$ cat src/rtl/arm_bp_pkg.sv
// arm_bp_pkg: shared types and constants for the fetch-stage branch predictor
package arm_bp_pkg;

    typedef enum logic [1:0] {SNT, WNT, WT, ST} bp_cnt_t;

    // Tag is held zero-extended to 30 bits so the struct stays independent of BTB depth
    typedef struct packed {
        logic        valid;
        logic [29:0] tag;
        logic [29:0] target;
        bp_cnt_t     cnt;
    } btb_entry_t;

    localparam logic [31:0] PC_INC = 32'd4;

endpackage

$ cat src/rtl/btb_predictor_if.sv
// btb_predictor_if: fetch lookup, execute update and mispredict signals of the BTB
interface btb_predictor_if;
    logic [31:0] PCF;
    logic        pred_taken_f;
    logic [31:0] pred_target_f;
    logic        upd_valid_e;
    logic [31:0] upd_pc_e;
    logic        upd_taken_e;
    logic [31:0] upd_target_e;
    logic        upd_pred_taken_e;
    logic [31:0] upd_pred_tgt_e;
    logic        stall_e;
    logic        mispredict_e;
    logic [31:0] redirect_pc_e;
    logic [15:0] mispred_cnt;

    modport master (
        output PCF, upd_valid_e, upd_pc_e, upd_taken_e, upd_target_e,
               upd_pred_taken_e, upd_pred_tgt_e, stall_e,
        input  pred_taken_f, pred_target_f, mispredict_e, redirect_pc_e, mispred_cnt
    );

    modport slave (
        input  PCF, upd_valid_e, upd_pc_e, upd_taken_e, upd_target_e,
               upd_pred_taken_e, upd_pred_tgt_e, stall_e,
        output pred_taken_f, pred_target_f, mispredict_e, redirect_pc_e, mispred_cnt
    );
endinterface

$ cat src/rtl/sat_counter2.sv
// sat_counter2: next state of a 2-bit saturating direction counter
module sat_counter2
    import arm_bp_pkg::*;
(
    input  bp_cnt_t cnt_i,
    input  logic    taken_i,
    output bp_cnt_t cnt_o
);
    always_comb begin
        cnt_o = taken_i ? ((cnt_i == ST) ? ST : bp_cnt_t'(cnt_i + 2'd1))
                        : ((cnt_i == SNT) ? SNT : bp_cnt_t'(cnt_i - 2'd1));
    end
endmodule

$ cat src/rtl/btb_predictor.sv
// btb_predictor: flop-based BTB with 2-bit counters; combinational fetch lookup,
// execute-stage update, mispredict detection and a wrapping mispredict counter
module btb_predictor
    import arm_bp_pkg::*;
#(
    parameter int unsigned ENTRIES  = 16,
    parameter int unsigned CNT_INIT = 1
) (
    input  logic           clk,
    input  logic           reset,
    btb_predictor_if.slave bp
);
    localparam int unsigned IDX_W = $clog2(ENTRIES);

    btb_entry_t       tbl_q [ENTRIES];
    btb_entry_t       ent_d;
    btb_entry_t       f_ent;
    btb_entry_t       u_ent;
    logic [15:0]      mispred_cnt_q;
    logic [IDX_W-1:0] f_idx;
    logic [IDX_W-1:0] u_idx;
    logic [29:0]      f_tag;
    logic [29:0]      u_tag;
    logic             f_hit;
    logic             u_hit;
    logic             upd_en;
    bp_cnt_t          cnt_nx;

    assign f_idx  = bp.PCF[IDX_W+1:2];
    assign f_tag  = 30'(bp.PCF[31:IDX_W+2]);
    assign u_idx  = bp.upd_pc_e[IDX_W+1:2];
    assign u_tag  = 30'(bp.upd_pc_e[31:IDX_W+2]);
    assign f_ent  = tbl_q[f_idx];
    assign u_ent  = tbl_q[u_idx];
    assign f_hit  = f_ent.valid && (f_ent.tag == f_tag);
    assign u_hit  = u_ent.valid && (u_ent.tag == u_tag);
    assign upd_en = bp.upd_valid_e && !bp.stall_e;

    // Lookup reads pre-update contents; a same-cycle update becomes visible next cycle
    assign bp.pred_taken_f  = !reset && f_hit && f_ent.cnt[1];
    assign bp.pred_target_f = bp.pred_taken_f ? {f_ent.target, 2'b00} : bp.PCF + PC_INC;
    assign bp.mispredict_e  = upd_en && ((bp.upd_taken_e != bp.upd_pred_taken_e) ||
                              (bp.upd_taken_e && (bp.upd_target_e != bp.upd_pred_tgt_e)));
    assign bp.redirect_pc_e = bp.upd_taken_e ? bp.upd_target_e : bp.upd_pc_e + PC_INC;
    assign bp.mispred_cnt   = mispred_cnt_q;

    sat_counter2 u_cnt (
        .cnt_i  (u_ent.cnt),
        .taken_i(bp.upd_taken_e),
        .cnt_o  (cnt_nx)
    );

    always_comb begin
        ent_d.valid  = 1'b1;
        ent_d.tag    = u_tag;
        ent_d.target = (u_hit && !bp.upd_taken_e) ? u_ent.target : bp.upd_target_e[31:2];
        ent_d.cnt    = u_hit ? cnt_nx : WT;
    end

    always_ff @(posedge clk) begin
        if (reset) begin
            for (int i = 0; i < ENTRIES; i++)
                tbl_q[i] <= '{valid: 1'b0, tag: '0, target: '0, cnt: bp_cnt_t'(CNT_INIT[1:0])};
            mispred_cnt_q <= '0;
        end else begin
            // A not-taken miss leaves the table untouched
            if (upd_en && (u_hit || bp.upd_taken_e))
                tbl_q[u_idx] <= ent_d;
            if (bp.mispredict_e)
                mispred_cnt_q <= mispred_cnt_q + 16'd1;
        end
    end
endmodule
$ cat src/flat_wrapper.sv
// flat-port wrapper written by rule: the top's interface ports become plain ports
module btb_predictor_flat import arm_bp_pkg::*;
#(
    parameter int unsigned ENTRIES  = 16,
    parameter int unsigned CNT_INIT = 1
)
  (clk, reset, bp_PCF, bp_upd_valid_e, bp_upd_pc_e, bp_upd_taken_e, bp_upd_target_e, bp_upd_pred_taken_e, bp_upd_pred_tgt_e, bp_stall_e, bp_pred_taken_f, bp_pred_target_f, bp_mispredict_e, bp_redirect_pc_e, bp_mispred_cnt);
  btb_predictor_if bp_i ();
  input  logic clk;
  input  logic reset;
  input wire logic [$bits(bp_i.PCF)-1:0] bp_PCF;
  input wire logic [$bits(bp_i.upd_valid_e)-1:0] bp_upd_valid_e;
  input wire logic [$bits(bp_i.upd_pc_e)-1:0] bp_upd_pc_e;
  input wire logic [$bits(bp_i.upd_taken_e)-1:0] bp_upd_taken_e;
  input wire logic [$bits(bp_i.upd_target_e)-1:0] bp_upd_target_e;
  input wire logic [$bits(bp_i.upd_pred_taken_e)-1:0] bp_upd_pred_taken_e;
  input wire logic [$bits(bp_i.upd_pred_tgt_e)-1:0] bp_upd_pred_tgt_e;
  input wire logic [$bits(bp_i.stall_e)-1:0] bp_stall_e;
  output wire logic [$bits(bp_i.pred_taken_f)-1:0] bp_pred_taken_f;
  output wire logic [$bits(bp_i.pred_target_f)-1:0] bp_pred_target_f;
  output wire logic [$bits(bp_i.mispredict_e)-1:0] bp_mispredict_e;
  output wire logic [$bits(bp_i.redirect_pc_e)-1:0] bp_redirect_pc_e;
  output wire logic [$bits(bp_i.mispred_cnt)-1:0] bp_mispred_cnt;
  assign bp_i.PCF = bp_PCF;
  assign bp_i.upd_valid_e = bp_upd_valid_e;
  assign bp_i.upd_pc_e = bp_upd_pc_e;
  assign bp_i.upd_taken_e = bp_upd_taken_e;
  assign bp_i.upd_target_e = bp_upd_target_e;
  assign bp_i.upd_pred_taken_e = bp_upd_pred_taken_e;
  assign bp_i.upd_pred_tgt_e = bp_upd_pred_tgt_e;
  assign bp_i.stall_e = bp_stall_e;
  assign bp_pred_taken_f = bp_i.pred_taken_f;
  assign bp_pred_target_f = bp_i.pred_target_f;
  assign bp_mispredict_e = bp_i.mispredict_e;
  assign bp_redirect_pc_e = bp_i.redirect_pc_e;
  assign bp_mispred_cnt = bp_i.mispred_cnt;
  btb_predictor #(.ENTRIES(ENTRIES), .CNT_INIT(CNT_INIT)) u_core (.clk(clk), .reset(reset), .bp(bp_i));
endmodule
$ cat config.mk
export PLATFORM = sky130hd
export DESIGN_NAME = btb_predictor_flat
export DESIGN_NICKNAME = d
export VERILOG_FILES = /design/src/rtl/arm_bp_pkg.sv /design/src/rtl/btb_predictor_if.sv /design/src/rtl/sat_counter2.sv /design/src/rtl/btb_predictor.sv /design/src/flat_wrapper.sv
export SDC_FILE = /design/constraint.sdc
export NUM_CORES = 2
export LEC_CHECK = 0
export CAP_MARGIN = 20
export CORE_ASPECT_RATIO = 1.25
export CORE_UTILIZATION = 50
export CTS_BUF_LIST = sky130_fd_sc_hd__clkbuf_4 sky130_fd_sc_hd__clkbuf_8
export CTS_CLUSTER_DIAMETER = 50
export DETAILED_ROUTE_END_ITERATION = 6
export GPL_ROUTABILITY_DRIVEN = 0
export PLACE_DENSITY = 0.79
export SYNTH_ARGS = -nofsm -noshare
export SYNTH_HDL_FRONTEND = slang
export SYNTH_SLANG_ARGS = --single-unit
$ cat constraint.sdc
create_clock -name clk -period 8.8 [get_ports clk]
set_input_delay 1.76 -clock clk [delete_from_list [all_inputs] [get_ports clk]]
set_output_delay 1.76 -clock clk [all_outputs]
set_load 0.1 [all_outputs]
* Word-level counts from Yosys, hierarchy flattened
Memory sizes are Yosys's and may differ from the RTL's. Cells that the tools add are included.
Operators by class: reduce and logical (&&, ||, !) cells 16, add/subtract/negate cells 5, equal/unequal tests 5, muxes and demuxes 15
Operators with widths (count):
- $add 32x3->32 const B | 2
- $mux 32 | 2
- $eq 30x26->1 | 2
- $mux 59 | 1
- $reduce_or 59->1 | 1
- $ne 32x32->1 | 1
- $mux 30 | 1
- $add 16x1->16 const B | 1
- $logic_and 1x1->1 | 9
- $mux 2 | 4
- $mux 1 | 6
- $mux 4 | 1
- $logic_not 1->1 | 3
- $add 2x1->2 const B | 1
- $eq 2x2->1 const B | 1
- $logic_not 2->1 | 1
- $logic_or 1x1->1 | 2
- $sub 2x1->2 const B | 1
- $ne 1x1->1 | 1
Storage, ports and cells: bits of input ports 134, logic and storage cells 43, memories 1, output and inout port bits 82, memory bits (writable) 944, bits in registers 16
Memories:
- u_core.tbl_q | depth 16, bits a word 59, read ports 2, clocked after memory_dff 0, write ports 16, line btb_predictor.sv:15 | btb_entry_t tbl_q [ENTRIES];

* Longest topological paths before layout
An unclocked memory read counts as a cell.
word-level depth 10, mapped depth 17

* Cells and area by module
From an unflattened synthesis, not the netlist that was laid out.
Second synthesis, totals: cells, all modules 3602, area total of the unflattened synthesis 52574.2 um^2
By module, submodules not included:
- btb_predictor | cells an instance 3599, area each 52547.9 um^2, times used 1, seq. area each 28507.3 um^2
- sat_counter2 | cells an instance 3, area each 26.3 um^2, times used 1, seq. area each 0.0 um^2

* Least setup slack after synthesis
OpenSTA, ideal clock, no wires.
path type input -> output, from input bp_upd_pc_e[3], to output bp_redirect_pc_e[31], data required time 7040 ps, stages on the path 14, path buffers 5, arrival 6522 ps, slack 518 ps, cell sequence buf_2 buf_4 buf_4 buf_4 buf_2 inv_1 nor4_1 nor3b_1 nor2b_1 nand2_1 nor2_1 nand3_1 xnor2_1 o21ai_0
Between the ends: cells in the longest elaborated chain, start to end 2
RTL lines:
- start: declaration | line flat_wrapper.sv:13 | input wire logic [$bits(bp_i.upd_pc_e)-1:0] bp_upd_pc_e;
- $add 32x3->32 | line btb_predictor.sv:44 | assign bp.redirect_pc_e = bp.upd_taken_e ? bp.upd_target_e : bp.upd_pc_e + PC_INC;
- $mux 32 | line btb_predictor.sv:44
- end: declaration | line flat_wrapper.sv:22 | output wire logic [$bits(bp_i.redirect_pc_e)-1:0] bp_redirect_pc_e;
Every way passes these cells.

* Worst setup path after layout
from input bp_PCF[2], to output bp_pred_target_f[3]
Between the ends: cells in the longest elaborated chain, start to end 6
RTL lines:
- start: declaration | line flat_wrapper.sv:11 | input wire logic [$bits(bp_i.PCF)-1:0] bp_PCF;
- $mem_v2 16x59
- $eq 30x26->1 | line btb_predictor.sv:35 | assign f_hit = f_ent.valid && (f_ent.tag == f_tag);
- $logic_and 1x1->1 | line btb_predictor.sv:35
- $logic_and 1x1->1 (2 in a row) | line btb_predictor.sv:40 | assign bp.pred_taken_f = !reset && f_hit && f_ent.cnt[1];
- $mux 32 * | line btb_predictor.sv:41 | assign bp.pred_target_f = bp.pred_taken_f ? {f_ent.target, 2'b00} : bp.PCF + PC_INC;
- end: declaration | line flat_wrapper.sv:20 | output wire logic [$bits(bp_i.pred_target_f)-1:0] bp_pred_target_f;
Mark *: on every way between the ends. The rest lies on a longest branch, timed or not.

==> impl_results.md <==
- Sequential-to-total area share from yosys stat: 54.87%
- Pwr dens: 185.4 nW/um^2
- RSZ-0062 raised after global routing: no
- Fraction of power consumed by the clock network: 35.5%
- Synth Area in Adders: 0.1637%
- Nets: 3978
- Netlist cell types: 72
- Crit-path max FO: 83
- Post-Synthesis Cell Area: 51960 um^2
- Htree depth: 4
- Worst Skew: 0.08130 ns
- Clk slew on worst S/H paths: 0.06 ns
- Power Internal: 7.934 mW
- # rows: 131
- Static leakage: 20.26 nW
- Postcts setup bufs: 0
- Max IR drop VDD: 0.1337 mV
- Hold Crit Class: reg2reg
- Yosys warnings: 0
- TritonCTS buffer count: 150
- DRC viols: 2
- Core area: 102400 um^2
- WL/cell: 34.76 um
- Post-synthesis xor/xnor area fraction: 2.478%
- Setup tns final: 0 ns
- Post-synthesis mux area share: 24.72%
- TritonCTS clock tree: done
- Initial antenna violation count: 8
- Endpoints failing setup: 0
- Via count: 37480
- Simple-gate share of the synthesized area: 11.23%
- Port Buf Inserts: 215
- Mean Syn Cell Area: 14.12 um^2
- Die Y: 362.4 um
- Crit. End Element: output port
- Die Wd: 290.3 um
- Synth Register Bits: 960
- Peak Freq: 121.0 MHz
- Net Count, Synth: 3819
- Max Cap Viol: 0
- Post-CTS Hold Fix Bufs: 0
- Switching pwr: 2.968 mW
- Sw Ratio: 27.22%
- Arrival @ worst endpoint: 6.51 ns
- Share of Yosys cell area claimed by the top area cell type: 53.63%
- Final Hold Viols: 0
- Clock Sinks: 960
- CTS root buf: clkbuf_8
- Relative slew slack: 17.99%
- Initial Util: 50.72%
- Final non-filler cell area: 58800 um^2
- Worst setup path category: in2out
- DR iter-0 viols: 7135
- Post-cts sizing count: 0
- EDFF count, synth: 928
- Share of cells above drive strength 1: 24.97%
- Worst Tran Pin Value: 1.217 ns
- Violated checks: design-rule violations
- Ranking of synthesized cells by area: edfxtp_1, mux4_2, nor2_1
- Hpwl dp: 111.8 mm
- Share of total power in combinational logic: 15.3%
- Max clock buf depth: 3
- Area growth syn-to-layout: 13.17%
- Startpoint types: input pin
- Via density: 7.106
- GRT Total Usage: 34.59%
- Total gr overflow: 0
- First-pass GRT wire length: 256.9 mm
- DP Area: 55840 um^2
- Synth top cells by count: edfxtp_1, nor2_1, mux4_2
- Part of the power in registers: 49.2%
- Asr flop ratio synth: 0%
- Die area: 105200 um^2
- IO Pins: 216
- Fillers: 7734
- First drt pass iteration count: 7
- Post-layout minimum cycle time: 8.266 ns
- Worst EP required: 7.04 ns
- Final worst-path cycle share: 93.93%
- Largest net degree at the start of global routing: 101
- Clk_lat worst skew: 0.88 ns
- Detail Route Antenna Nets: 0
- Pins Over Slew Limit: 0
- Mapped Cells: 3679
- Total wire length: 183.4 mm
- Vias in the first global route: 36610
- Primary FF master, synth: edfxtp_1
- Top-count cell post-synth: edfxtp_1
- Largest family of logic cells by synthesized area: multiplexers
- Cell accounting for the most synthesized area: edfxtp_1
- Status: finished with violations
- Synth Area in Compound Gates: 3.391%
sequential cells by signal, summed over array words and instances (netlist names):
signal / count
u_core.bp.mispred_cnt: 16
u_core.tbl_q: 944
metrics by stage:
stage	setup slack, ns	total power, mW	cells	hold slack (ns)	util, %
2_1_floorplan	0.5182	6.442	3679	0.4404	-
3_3_place_gp	0.8394	7.016	5012	0.4528	54.44
3_5_place_dp	0.7889	7.053	5015	0.4587	54.51
4_1_cts	0.7608	10.82	5270	0.4697	57.38
5_1_grt	0.5729	11.09	5272	0.4842	57.39
6_report	0.5340	10.90	5275	0.4732	57.40
kinds of logic after synthesis:
| family | count (synthesis) |
|---|---|
| xor+xnor | 147 |
| compound gates | 265 |
| buf+inv | 384 |
| fa+ha+maj | 7 |
| simple gates | 1263 |
| flops | 960 |
| mux | 653 |
worst paths after layout:
check                            start                    to  slack (ns)  depth (start not counted)
setup reg to reg   u_core.tbl_q[4][34]   u_core.tbl_q[1][54]        3.72                         10
hold reg to reg   u_core.tbl_q[15][58]  u_core.tbl_q[15][58]        0.47                          2
hold / removal    u_core.tbl_q[15][58]  u_core.tbl_q[15][58]        0.47                          2
setup / recovery             bp_PCF[2]   bp_pred_target_f[3]        0.53                         10
layer usage:
layer,vias up,global-route usage [%],wire [um]
li1,14320,-,-
met3,843,15.76,34390
met2,3981,50.53,78930
met4,12,21.10,13180
met1,18320,41.91,56620
met5,-,0.4142,256
final cells by class:
| class | count | area [um^2] | share of cell area (%) |
|---|---|---|---|
| antenna | 4 | 10.01 | 0.01702 |
| inverter | 35 | 133.9 | 0.2277 |
| sequential | 960 | 28510 | 48.48 |
| timing repair buffer | 356 | 3478 | 5.915 |
| multi-input combinational | 2335 | 22060 | 37.52 |
| tap | 1330 | 1664 | 2.830 |
| clock inverter | 62 | 513.0 | 0.8724 |
| clock buffer | 193 | 2431 | 4.134 |
power by group through the flow:
stage | logic, mW | registers [mW] | clock network [mW]
2_1_floorplan | 1.03 | 5.41 | 0
3_3_place_gp | 1.59 | 5.43 | 0
3_5_place_dp | 1.60 | 5.45 | 0
4_1_cts | 1.61 | 5.36 | 3.85
5_1_grt | 1.69 | 5.38 | 4.02
6_report | 1.67 | 5.37 | 3.87
worst max-delay path, cell delays in order:
cell	delay, ns
buf_8	0.61
mux4_2	0.61
mux4_2	0.56
xnor2_1	0.52
nand4_1	0.31
or3_1	0.52
nor4_4	0.49
buf_12	0.32
mux2_2	0.37
buf_4	0.23
placed cells by master, fill, tap and decap left out, drive strengths merged, types with 10 or more instances in the layout:
cell type,count
nor2,693
a221oi,11
dfxtp,32
o21ai,102
o211ai,10
inv,36
and3,17
mux2i,130
nand4,28
clkdlybuf4s50,153
o21a,12
buf,203
clkbuf,193
a22oi,25
mux2,21
and2,279
nor3,13
o21bai,14
a21oi,21
nand2b,25
xnor2,80
nor2b,11
edfxtp,928
nand2,124
clkinv,48
mux4,502
nand3,44
xor2,67
No activity file was read; power rests on OpenSTA's default activity.
